`src/rtl/jtframe_sig_pkg.sv`:
```
// Shared types, constants and the CRC-32 step function for the frame-signature block.
package jtframe_sig_pkg;

  localparam int unsigned CRC_W = 32;
  localparam logic [CRC_W-1:0] CRC_FINAL_XOR = 32'hFFFF_FFFF;

  // FSM state encoding
  typedef logic [1:0] state_t;
  localparam state_t SYNC   = 2'd0;
  localparam state_t ACTIVE = 2'd1;
  localparam state_t DONE   = 2'd2;

  // Non-reflected CRC update over the low 'width' bits of data, MSB first.
  function automatic logic [CRC_W-1:0] crc_step(
    input logic [CRC_W-1:0] crc,
    input logic [CRC_W-1:0] data,
    input logic [CRC_W-1:0] poly,
    input int unsigned      width
  );
    logic [CRC_W-1:0] c;
    logic             fb;
    c = crc;
    for (int i = CRC_W - 1; i >= 0; i--) begin
      if (i < int'(width)) begin
        fb = c[CRC_W-1] ^ data[i];
        c  = {c[CRC_W-2:0], 1'b0} ^ (fb ? poly : '0);
      end
    end
    return c;
  endfunction

endpackage

```
`src/rtl/jtframe_frame_sig_geom.sv`:
```
// Per-frame line geometry: pixel/line counters, first-line width capture, sticky length error.
module jtframe_frame_sig_geom #(
  parameter int unsigned CNTW = 10
)(
  input  logic            clk,
  input  logic            rst_n,
  input  logic            start,
  input  logic            pix,
  input  logic            close,
  output logic [CNTW-1:0] line_cnt,
  output logic [CNTW-1:0] line_w,
  output logic            geom_err
);

  localparam logic [CNTW-1:0] CNT_MAX = '1;

  logic [CNTW-1:0] pix_cnt;

  // close and pix are mutually exclusive: a pixel needs both blanks low
  always_ff @(posedge clk or negedge rst_n) begin
    if (!rst_n) begin
      pix_cnt  <= '0;
      line_cnt <= '0;
      line_w   <= '0;
      geom_err <= 1'b0;
    end else if (start) begin
      pix_cnt  <= '0;
      line_cnt <= '0;
      line_w   <= '0;
    end else if (close && pix_cnt != '0) begin
      if (line_cnt != CNT_MAX) line_cnt <= line_cnt + CNTW'(1);
      if (line_cnt == '0) line_w <= pix_cnt;
      else if (pix_cnt != line_w) geom_err <= 1'b1;
      pix_cnt <= '0;
    end else if (pix && pix_cnt != CNT_MAX) begin
      pix_cnt <= pix_cnt + CNTW'(1);
    end
  end

endmodule

```
`src/rtl/jtframe_frame_sig.sv`:
```
// Frame signature: CRC-32 of every active frame plus geometry and frame count.
// Optional exp_crc comparison enabled by defining JTFRAME_FRAME_SIG_CMP_EN.
module jtframe_frame_sig
  import jtframe_sig_pkg::*;
#(
  parameter int unsigned COLORW   = 4,
  parameter logic [31:0] POLY     = 32'h04C1_1DB7,
  parameter logic [31:0] CRC_INIT = 32'hFFFF_FFFF,
  parameter int unsigned CNTW     = 10,
  parameter int unsigned SKIP     = 0
)(
  input  logic              clk,
  input  logic              rst_n,
  input  logic              pxl_cen,
  input  logic              pxl_hb,
  input  logic              pxl_vb,
  input  logic [COLORW-1:0] red,
  input  logic [COLORW-1:0] green,
  input  logic [COLORW-1:0] blue,
  input  logic [31:0]       exp_crc,
  output logic [31:0]       frame_cnt,
  output logic [31:0]       crc,
  output logic              crc_valid,
  output logic [CNTW-1:0]   width,
  output logic [CNTW-1:0]   height,
  output logic              geom_err,
  output logic              mismatch
);

  localparam int unsigned PXW = 3 * COLORW;

  state_t          state, state_nx;
  logic            hb_r, vb_r;
  logic            hb_rise, vb_rise, vb_fall;
  logic            start_c, pix_c, close_c;
  logic            fin, skip_done, sig_ok;
  logic [31:0]     crc_reg;
  logic [PXW-1:0]  pxl_word;
  logic [CNTW-1:0] line_cnt, line_w;

  assign pxl_word = {red, green, blue};
  assign hb_rise  = pxl_cen &  pxl_hb & ~hb_r;
  assign vb_rise  = pxl_cen &  pxl_vb & ~vb_r;
  assign vb_fall  = pxl_cen & ~pxl_vb &  vb_r;
  assign sig_ok   = skip_done | (({1'b0, frame_cnt} + 33'd1) > 33'(SKIP));

  always_ff @(posedge clk or negedge rst_n) begin
    if (!rst_n) state <= SYNC;
    else        state <= state_nx;
  end

  always_comb begin
    state_nx = state;
    start_c  = 1'b0;
    pix_c    = 1'b0;
    close_c  = 1'b0;
    case (state)
      SYNC: begin
        if (vb_fall) begin
          start_c  = 1'b1;
          state_nx = ACTIVE;
        end
      end
      ACTIVE: begin
        pix_c   = pxl_cen & ~pxl_hb & ~pxl_vb;
        close_c = hb_rise | vb_rise;
        if (vb_rise) state_nx = DONE;
      end
      DONE:    state_nx = SYNC;
      default: state_nx = SYNC;
    endcase
  end

  // blanking history only advances with the pixel clock
  always_ff @(posedge clk or negedge rst_n) begin
    if (!rst_n) begin
      hb_r <= 1'b0;
      vb_r <= 1'b0;
    end else if (pxl_cen) begin
      hb_r <= pxl_hb;
      vb_r <= pxl_vb;
    end
  end

  always_ff @(posedge clk or negedge rst_n) begin
    if (!rst_n)       crc_reg <= CRC_INIT;
    else if (start_c) crc_reg <= CRC_INIT;
    else if (pix_c)   crc_reg <= crc_step(crc_reg, 32'(pxl_word), POLY, PXW);
  end

  jtframe_frame_sig_geom #(.CNTW(CNTW)) u_geom (
    .clk      (clk),
    .rst_n    (rst_n),
    .start    (start_c),
    .pix      (pix_c),
    .close    (close_c),
    .line_cnt (line_cnt),
    .line_w   (line_w),
    .geom_err (geom_err)
  );

  // DONE arms fin, which publishes results one clock later
  always_ff @(posedge clk or negedge rst_n) begin
    if (!rst_n) begin
      fin       <= 1'b0;
      skip_done <= 1'b0;
      crc_valid <= 1'b0;
      crc       <= '0;
      width     <= '0;
      height    <= '0;
      frame_cnt <= '0;
    end else begin
      fin       <= (state == DONE);
      crc_valid <= 1'b0;
      if (fin) begin
        crc       <= crc_reg ^ CRC_FINAL_XOR;
        width     <= line_w;
        height    <= line_cnt;
        frame_cnt <= frame_cnt + 32'd1;
        if (sig_ok) begin
          crc_valid <= 1'b1;
          skip_done <= 1'b1;
        end
      end
    end
  end

`ifdef JTFRAME_FRAME_SIG_CMP_EN
  always_ff @(posedge clk or negedge rst_n) begin
    if (!rst_n) mismatch <= 1'b0;
    else if (fin && sig_ok && ((crc_reg ^ CRC_FINAL_XOR) != exp_crc)) mismatch <= 1'b1;
  end
`else
  logic unused_exp;
  assign unused_exp = ^exp_crc;
  assign mismatch   = 1'b0;
`endif

endmodule

```
`config.mk`:
```
export PLATFORM = sky130hd
export DESIGN_NAME = jtframe_frame_sig
export DESIGN_NICKNAME = d
export VERILOG_FILES = /design/src/rtl/jtframe_sig_pkg.sv /design/src/rtl/jtframe_frame_sig_geom.sv /design/src/rtl/jtframe_frame_sig.sv
export SDC_FILE = /design/constraint.sdc
export NUM_CORES = 1
export LEC_CHECK = 0
export CAP_MARGIN = 10
export CORE_MARGIN = 2
export CORE_UTILIZATION = 54
export CTS_BUF_LIST = sky130_fd_sc_hd__clkbuf_4 sky130_fd_sc_hd__clkbuf_8 sky130_fd_sc_hd__clkbuf_16
export DETAILED_ROUTE_END_ITERATION = 7
export PLACE_DENSITY = 0.8
export RECOVER_POWER = 25
export SLEW_MARGIN = 30
export SYNTH_ARGS = -nofsm -noshare
export SYNTH_HDL_FRONTEND = slang
export SYNTH_HIERARCHICAL = 1
export SYNTH_SLANG_ARGS = --single-unit
```
`constraint.sdc`:
```
create_clock -name clk -period 2.8 [get_ports clk]
set_input_delay 0.56 -clock clk [delete_from_list [all_inputs] [get_ports clk]]
set_output_delay 0.56 -clock clk [all_outputs]
set_load 0.005 [all_outputs]
```
==> results.md, run 1 <==
- Pre-CTS WS: -0.0241 ns
- Netlist cell types: 68
- Worst-Skew Late Latency: 0.42 ns
- Post-Route Skew: 0.00607 ns
- H-Tree Depth: 4
- DR vias: 6449
- Setup CP Type: register to register
- Synth Area in Compound Gates: 10.7%
- First-pass GRT wire length: 31.5 mm
- P per Cell Area: 1210 mW/mm²
- Most common cell after layout, fill and taps aside: dfrtp_1
- Number of global-route vias before repair: 6217
- Initial DRC count: 622
- Port bufs: 102
- FP Rows: 45
- Worst Tran Pin Value: 1.22 ns
- Area growth, synth to finish: 23.2%
- Largest fanout on the critical path: 10
- Fillers: 1187
- Crit path DAT: 2.90 ns
- Status: completed
- Final setup fails: 0
- Final ANT Viol Nets: 0
- I/O pin cnt: 136
- Layout cells sized above 1: 18.0%
- Routability congestion estimate: 0.914
- Routed WL per cell: 16.9 µm
- Syn avg cell area: 10.4 µm²
- Core Area: 0.0152 mm²
- Final min period: 2.60 ns
- VDD IR max: 791 µV
- Iteration count of the initial detailed-routing pass: 5
- Crit end category: register
- CTS Root Cell: clkbuf_16
- Leak: 4.31 nW
- Clock-pin slew on the worst setup and hold paths: 0.06 ns
- Hpwl dp: 13.7 mm
- PnR worst setup slack: 0.202 ns
- Total of max-cap violations: 0
- Layout Nets: 985
- Setup TNS Final: 0 ns
- Fin Hold WS: 0.384 ns
- CTS Buffer Depth: 2
- Hold WC Path Type: input port to async pin
- Footprint of the multi-input gates: 0.00426 mm²
- Relative slew slack: 18.9%
- Share of synthesized registers carrying an async set or reset: 100%
- Synth area leader: dfrtp_1
- RSZ-0062 raised after global routing: no
- XOR/XNOR Fraction of Synth Area: 19.3%
- Sequential element share of the synthesized area: 46.2%
- Post-synth EDFFs: 0
- Final Hold Fails: 0
- Count of final max-slew check failures: 0
- Drt total wl: 19.1 mm
- Yosys reg bits: 154
- CP required: 3.10 ns
- Die Span Y: 129 µm
- Total CTS buffers: 17
- Die area: 0.0166 mm²
- Dominant cells by area after synthesis: dfrtp_1, dfstp_2, xnor2_1
- Most used DFF post-synth: dfrtp_1
- Initial antenna violation count: 0
- Most frequent cells in the layout: dfrtp_1, clkdlybuf4s50_1, xnor2_1
- # diodes: 0
- Largest family of logic cells by synthesized area: XOR/XNOR gates
- Synthesized cell area: 0.00843 mm²
- CTS Sinks: 154
- All-layer global routing usage: 24.1%
- Yosys warns: 6
- # DRC: 0
- Post-synthesis adder-cell area fraction: 0.891%
- Max reg flops: 64
- Fin util: 68.3%
- Sequential standard cell area: 0.00389 mm²
- Final global-route overflow total: 0
- Kind of start point of the critical path: register
- DR vias/cell: 5.71
- Mux cell area share after synthesis: 3.41%
- Cells after Synth: 814
- Post-Synth Simple-Gate Area: 15.9%
- Initial core utilization: 55.4%
- CTS tree: yes
- Top-area cell type share of the netlist area: 36.2%
- Largest net degree at the start of global routing: 66
- Post-synthesis net count: 869
- Die Span X: 129 µm
- F_max: 385 MHz
- Tcrit/Tclk final: 92.8%
timing repair:
item,4_1_cts,5_1_grt
endpoints found under the setup margin,0,1
resized for setup,0,3
hold buffers,0,0
buffers inserted,0,0
final timing paths:
| kind | start | endpoint | slack [ns] | cells after the start |
|---|---|---|---|---|
| max | frame_cnt[13] | skip_done | 0.20 | 7 |
| max in group asynchronous | rst_n | frame_cnt[28] | 0.62 | 2 |
| min | rst_n | frame_cnt[13] | 0.38 | 1 |
| max reg2reg | frame_cnt[13] | skip_done | 0.20 | 7 |
| min reg2reg | skip_done | skip_done | 0.48 | 1 |
| min in group clk | skip_done | skip_done | 0.48 | 1 |
layer usage:
layer | part of all wire, % | vias to the layer above | global-route usage [%]
met5 | 0 | - | 0
met4 | 1.8 | 0 | 8.76
met3 | 4.5 | 27 | 3.78
met2 | 47 | 211 | 37.8
met1 | 46 | 3123 | 34.2
li1 | - | 3088 | -
cell usage after synthesis (3+ instances only):
library cell,n
xnor2_1,93
buf_6,3
nand4_1,18
mux2i_1,4
a41oi_1,3
dfstp_2,32
a21oi_1,53
buf_2,18
nor3_1,19
nand2b_1,5
buf_4,3
o21ai_0,50
a31oi_1,7
and3_1,8
o31ai_1,6
xnor2_2,6
nand3_1,43
nor4_1,9
nor2_1,59
ha_1,6
and2_1,5
inv_1,13
and4_1,9
dfrtp_1,122
or3_1,8
xor2_1,42
clkbuf_1,25
nand2_1,58
a211o_1,4
xnor2_4,10
mux2_2,22
through the flow:
step                      instance area [µm²]  power (mW)  std cells
after floorplan                          8430        8.09        814
after global placement                   9820        10.1       1099
after detailed placement                 9820        10.2       1099
after CTS                               10400        12.6       1130
after global routing                    10400        13.2       1130
final                                   10400        12.6       1130
layout make-up:
cell class,instances,share of cell area [%]
inverter,13,0.470
clock buffer,24,4.91
timing repair buffer,148,13.2
clock inverter,7,0.627
tap,188,2.27
sequential,154,37.5
multi-input combinational,596,41.0
worst max-delay path, cell delays in order, from the launching register on:
cell and delay, ns:
dfrtp_1 0.51, and3_1 0.31, and4_1 0.29, and3_1 0.31
o2111ai_1 0.15, a2111oi_1 0.44, a31oi_1 0.21, or2_1 0.25
logic make-up (layout without fill, tap and decap cells):
group,Yosys count,count (layout)
other,1,1
muxes,26,26
buffers and inverters,64,192
DFF,154,154
adders and majority gates,6,6
AOI/OAI and AO/OA,149,149
and+or+nand+nor,260,260
xor gates and xnor gates,154,154
report_power, final:
group          leakage, nW  switching, mW  total (mW)  internal, mW
Combinational         2.04           3.33        6.94          3.61
Sequential            1.98          0.496        3.39          2.90
Clock                0.285          0.873        2.22          1.35
Total                 4.31           4.70        12.6          7.86
Power figures use the tool's default switching activity.
==> inputs of run 2 (changes only) <==
ABC_AREA = 1   (was default)
CORE_UTILIZATION = 56   (was 54)
CTS_CLUSTER_SIZE = 20   (was default)
PLACE_DENSITY = 0.82   (was 0.8)
==> run 2 against run 1 <==
Non-clock buffer count fell by 25. Maximum frequency rose by 11%. Die area rose by 8.7%. Cell count rose by 45%. Utilization rose by 0.57 points. Clock-buffer cell count fell by 5. Routed wire length rose by 25%. Power fell by 13%. Sequential share of layout area fell by 3.4 points. First-iteration DRC count rose by 6.9%. Worst setup slack improved by 0.25 ns. Sequential power fell by 1%. Largest cell class unchanged.
==> results.md, run 2 <==
- Status: completed
- Crit. Startpoint: frame_cnt[1]
- Metal-1 WL: 11.1 mm
- Hold WC Path Type: register to register
- DR vias: 8752
- Synthesized cell area: 0.00952 mm²
- Most common cell on crit path: nand2_1
- Number of global-route vias before repair: 8027
- Area growth, synth to finish: 19.9%
- Top-area cell type share of the netlist area: 32.1%
- Post-synthesis net count: 1360
- Final min period: 2.35 ns
- Iteration count of the initial detailed-routing pass: 8
- Sequential element share of the synthesized area: 40.9%
- Die Span X: 134 µm
- Mux cell area share after synthesis: 0%
- Most used DFF post-synth: dfrtp_1
- Netlist cell types: 43
- Final global-route overflow total: 0
- Post-Route Skew: 0.00824 ns
- Synth Area in Compound Gates: 4.99%
- Hpwl dp: 17.3 mm
- Final setup fails: 0
- Hold Crit Start: skip_done
- Sequential standard cell area: 0.00389 mm²
- CTS Sinks: 154
- Most common cell after layout, fill and taps aside: nand2_1
- CP delay by family, top: simple AND/OR/NAND/NOR gates
- Layout cells sized above 1: 11.4%
- Launching point of the worst reg2reg path: frame_cnt[1]
- Final ANT Viol Nets: 0
- Largest fanout on the critical path: 8
- Largest net degree at the start of global routing: 78
- Total of max-cap violations: 0
- Leak: 5.45 nW
- CP required: 3.12 ns
- Top routing layer in use: met4
- F_max: 426 MHz
- First-pass GRT wire length: 39.6 mm
- Die area: 0.0181 mm²
- Core Area: 0.0166 mm²
- Share of synthesized registers carrying an async set or reset: 100%
- Worst path slowest cell: dfrtp_1
- Kind of start point of the critical path: register
- Yosys reg bits: 154
- # diodes: 0
- All-layer global routing usage: 27.4%
- Resized cells post-CTS: 0
- Yosys warns: 6
- Total CTS buffers: 17
- Critical path buffers and inverters: 1
- Most instantiated cells after synthesis: nand2_1, dfrtp_1, inv_1, nor2_1, nand3_1
- Metal2 WL: 11.1 mm
- Post-synth EDFFs: 0
- CTS tree: yes
- Layout Nets: 1466
- Drt total wl: 23.8 mm
- RSZ-0062 raised after global routing: no
- P per Cell Area: 955 mW/mm²
- Port bufs: 102
- Post-Synth Simple-Gate Area: 36.2%
- VDD IR max: 543 µV
- I/O pin cnt: 136
- DR vias/cell: 5.32
- Worst path max stage delay: 0.46 ns
- Clock-pin slew on the worst setup and hold paths: 0.06 ns
- Most frequent cell after synthesis: nand2_1
- Worst-path cell chain: ha_1 > nand2_2 > nor2_2 > nand2_2 > inv_1 > nand2_1 > nand2_1 > nand2_1 > nor2_1 > nand3_1 > nor2_1 > nand4_1 > nand2_1 > nand2_1
- Worst-Skew Late Latency: 0.43 ns
- Tcrit/Tclk final: 83.8%
- Largest family of logic cells by synthesized area: simple AND/OR/NAND/NOR gates
- Initial antenna violation count: 0
- DP Cell Count: 1611
- Met3 wire length: 1.29 mm
- Crit end category: register
- Synth area leader: dfrtp_1
- CTS Root Cell: clkbuf_16
- CTS Buffer Depth: 2
- Relative slew slack: 30.2%
- Worst Tran Pin Value: 1.05 ns
- FP Rows: 47
- Dominant cells by area after synthesis: dfrtp_1, nand2_1, dfstp_2
- Crit path DAT: 2.67 ns
- Final Hold Fails: 0
- # DRC: 0
- Fillers: 1408
- Setup TNS Final: 0 ns
- H-Tree Depth: 4
- Cells after Synth: 1305
- Die Span Y: 134 µm
- Layout Cells excl Fill: 1644
- Count of final max-slew check failures: 0
- Routed WL per cell: 14.5 µm
- Initial DRC count: 665
- Most frequent cells in the layout: nand2_1, dfrtp_1, inv_1
- Post-synthesis adder-cell area fraction: 0.788%
- Setup CP Type: register to register
- Max reg flops: 64
- Syn avg cell area: 7.30 µm²
- Routability congestion estimate: 0.921
- Initial core utilization: 57.4%
- XOR/XNOR Fraction of Synth Area: 9.83%
- Footprint of the multi-input gates: 0.00494 mm²
==> run 2: cell count changes after synthesis, sizes merged, moves of 27 or more <==
cell / change
nand2: +455
inv: +122
xnor2: -87
nor2: +62
a21oi: -46
nand3: +42
xor2: +27
==> run 2: power breakdown <==
| group | leakage (nW) | internal (mW) | switching (mW) | total, mW |
|---|---|---|---|---|
| logic | 3.18 | 2.14 | 3.16 | 5.30 |
| registers | 1.99 | 2.85 | 0.500 | 3.35 |
| clock network | 0.279 | 1.32 | 0.921 | 2.24 |
==> run 2: final timing paths <==
path | end | depth (start not counted) | slack (ns)
setup / recovery | skip_done | 14 | 0.45
setup reg to reg | skip_done | 14 | 0.45
hold / removal | skip_done | 2 | 0.47
max in group asynchronous | frame_cnt[31] | 3 | 0.99
min in group asynchronous | crc[29] | 2 | 0.49
hold reg to reg | skip_done | 2 | 0.47
==> run 2: metal layers <==
metal,vias up,global-route usage [%]
li1,4311,-
met1,4140,38.7
met4,0,7.66
met5,-,0
met3,39,4.16
met2,262,44.0
==> run 2: cell families after synthesis <==
group                    after synthesis
AO/OA/AOI/OAI                         90
flip-flops                           154
XOR/XNOR                              94
adder cells (fa/ha/maj)                6
other                                  1
AND/OR/NAND/NOR                      787
buffers and inverters                173
==> run 2: per-stage QoR <==
step	instance area (µm²)	utilization (%)	power (mW)	setup slack (ns)	hold WS, ns
floorplan	9520	-	6.96	0.850	0.264
global placement	10900	65.5	8.40	0.162	0.346
detailed placement	10900	65.5	8.56	0.124	0.346
CTS	11400	69.0	10.9	0.485	0.468
global route	11400	68.8	11.7	0.205	0.486
finish	11400	68.8	10.9	0.453	0.467
==> run 2: area by class of cell <==
class	count	area share (%)
clock buffers	19	3.86
clock inverters	13	1.14
inverters	137	4.55
multi-input cells	978	43.3
flip-flops and latches	154	34.1
well taps	220	2.41
repair buffers	123	10.6
==> run 2: worst min-delay path: cells and delay by family (launching register included) <==
family / cells / cell delay [ns]
flip-flops: 1 / 0.32
buffers and inverters: 1 / 0.06
AND/OR/NAND/NOR: 1 / 0.06
==> run 2: repair_timing <==
item	4_1_cts	5_1_grt
buffers inserted	0	0
endpoints found under the hold margin	1	0
hold buffers	1	0
==> inputs of run 3 (changes only) <==
CORE_UTILIZATION = 50   (was 56)
PLACE_DENSITY = 0.77   (was 0.82)
clock period = 2.04 ns   (was 2.8 ns; I/O delays follow)
==> run 3 against run 2 <==
Non-clock buffer count increased by 109. Cell count increased by 7.5%. Combinational power increased by 74%. Worst setup slack got worse by 0.44 ns. Sequential power increased by 38%. Critical endpoint is now crc_reg[12]. Sequential share of layout area decreased by 3.4 points. Die area increased by 12%. Clock power increased by 43%. Power increased by 56%. Clock-buffer cell count increased by 3.
==> results.md, run 3 (synthesis gave the netlist of run 2 again) <==
- Hold depth: 2
- Largest net degree at the start of global routing: 65
- Setup TNS Final: 0 ns
- Total of max-cap violations: 0
- Iteration count of the initial detailed-routing pass: 6
- Status: completed
- Initial core utilization: 50.9%
- Layout Nets: 1575
- CP delay by family, top: simple AND/OR/NAND/NOR gates
- Launching point of the worst reg2reg path: crc_reg[30]
- Final global-route overflow total: 0
- Hold Crit Start: u_geom/geom_err
- Die Span X: 142 µm
- Largest fanout on the critical path: 5
- Crit end category: register
- Cell area after layout: 0.0127 mm²
- Pre-CTS WS: -0.404 ns
- Relative slew slack: 11.2%
- CTS tree: yes
- Most frequent cells in the layout: nand2_1, inv_1, dfrtp_1, buf_4, clkdlybuf4s50_1
- Crit. Startpoint: crc_reg[30]
- Max reg flops: 64
- FP Rows: 50
- CTS Buffer Depth: 2
- Final ANT Viol Nets: 0
- Crit path DAT: 2.39 ns
- Area growth, synth to finish: 33.5%
- Worst path max stage delay: 0.57 ns
- Leak: 6.09 nW
- Clock-pin slew on the worst setup and hold paths: 0.06 ns
- DR vias/cell: 5.26
- Worst path slowest cell: dfstp_2
- P per Cell Area: 1340 mW/mm²
- Number of global-route vias before repair: 8748
- Setup CP Type: register to register
- Die Span Y: 142 µm
- # DRC: 0
- Routability congestion estimate: 0.914
- Drt total wl: 26.3 mm
- Final setup fails: 0
- Final Hold Fails: 0
- Kind of start point of the critical path: register
- FF-to-FF path depth: 14
- Port bufs: 102
- Worst Tran Pin Value: 1.33 ns
- First-pass GRT wire length: 42.3 mm
- Post-Route Skew: 0.00851 ns
- Initial antenna violation count: 0
- Layout Cells excl Fill: 1767
- DP Cell Count: 1720
- All-layer global routing usage: 26.5%
- Routed WL per cell: 14.9 µm
- CTS Root Cell: clkbuf_16
- Fin util: 68.0%
- Core Area: 0.0187 mm²
- CP Depth: 14
- Initial DRC count: 582
- DR vias: 9289
- Die area: 0.0202 mm²
- Worst-path cell chain: inv_1 > nand2_1 > nand2_2 > nand2_2 > nand4_1 > buf_4 > nand3_1 > nand2_1 > nand2_1 > nand2_2 > nand2_1 > nand2_1 > nor2_1 > nor2_1
- Hold WC Path Type: register to register
- RSZ-0062 raised after global routing: yes
- Placed cell area: 0.0117 mm²
- Layout cells sized above 1: 22.4%
- Critical path buffers and inverters: 2
- CP required: 2.40 ns
- VDD IR max: 602 µV
- I/O pin cnt: 136
- Final min period: 2.03 ns
- Count of final max-slew check failures: 0
- H-Tree Depth: 4
- # diodes: 0
- FF-to-FF setup slack: 0.01 ns
- Most common cell on crit path: nand2_1
- PnR worst setup slack: 0.0117 ns
- Worst-Skew Late Latency: 0.43 ns
- Total CTS buffers: 17
- Tcrit/Tclk final: 99.4%
- CTS Sinks: 154
- Most common cell after layout, fill and taps aside: nand2_1
- Hpwl dp: 19.0 mm
- F_max: 493 MHz
-- run 3: cell types whose count changed in the layout (fill, tap and decap cells not counted), moves of 6 or more --
cell     change
buf_12       +6
xor2_2      +12
nor2_1      -15
dfrtp_1      -8
nand2_2     +16
nand2_4      +9
buf_4       +97
nor2_2      +11
xor2_1      -14
nand2_1     -25
dfrtp_2      +8
-- run 3: power breakdown --
part / switching, mW / internal [mW] / total [mW] / leakage (nW)
Clock: 1.28 / 1.92 / 3.20 / 0.285
Combinational: 5.01 / 4.19 / 9.20 / 3.83
Sequential: 0.709 / 3.92 / 4.63 / 1.98
Total: 6.99 / 10.0 / 17.0 / 6.09
-- run 3: repair_timing --
action,4_1_cts,5_1_grt
hold buffers,1,0
setup buffers,2,12
setup endpoints to repair,6,24
hold endpoints to repair,24,0
pin swaps,3,31
gates resized for setup,9,86
-- run 3: worst min-delay path: stages, from the launching register on --
cell	delay, ns
dfrtp_1	0.35
inv_1	0.04
nand2_1	0.05
-- run 3: cell type report --
class | count | area (µm²)
Clock inverter | 10 | 118
Timing Repair Buffer | 232 | 2110
Fill cell | 1486 | 5990
Multi-Input combinational cell | 978 | 5290
Inverter | 137 | 522
Sequential cell | 154 | 3910
Clock buffer | 22 | 482
Tap cell | 234 | 293
-- run 3: final timing paths --
kind | endpoint
hold reg to reg | u_geom/geom_err
hold / removal | u_geom/geom_err
min in group asynchronous | crc[28]
setup reg to reg | crc_reg[12]
max in group asynchronous | frame_cnt[5]
setup / recovery | crc_reg[12]
-- run 3: per-layer routing --
metal  GRT usage [%]  vias up  wire length (µm)
met5               0        -                 0
met4            8.68        0               607
met3            4.27       52              1410
met2            43.5      301             12400
met1            36.0     4424             11900
li1                -     4512                 -
-- run 3: metrics by stage --
step           total power, mW  hold WS, ns
2_1_floorplan             9.56        0.112
4_1_cts                   16.2        0.472
5_1_grt                   18.2        0.494
3_5_place_dp              12.9        0.409
6_report                  17.0        0.469
3_3_place_gp              12.6        0.411
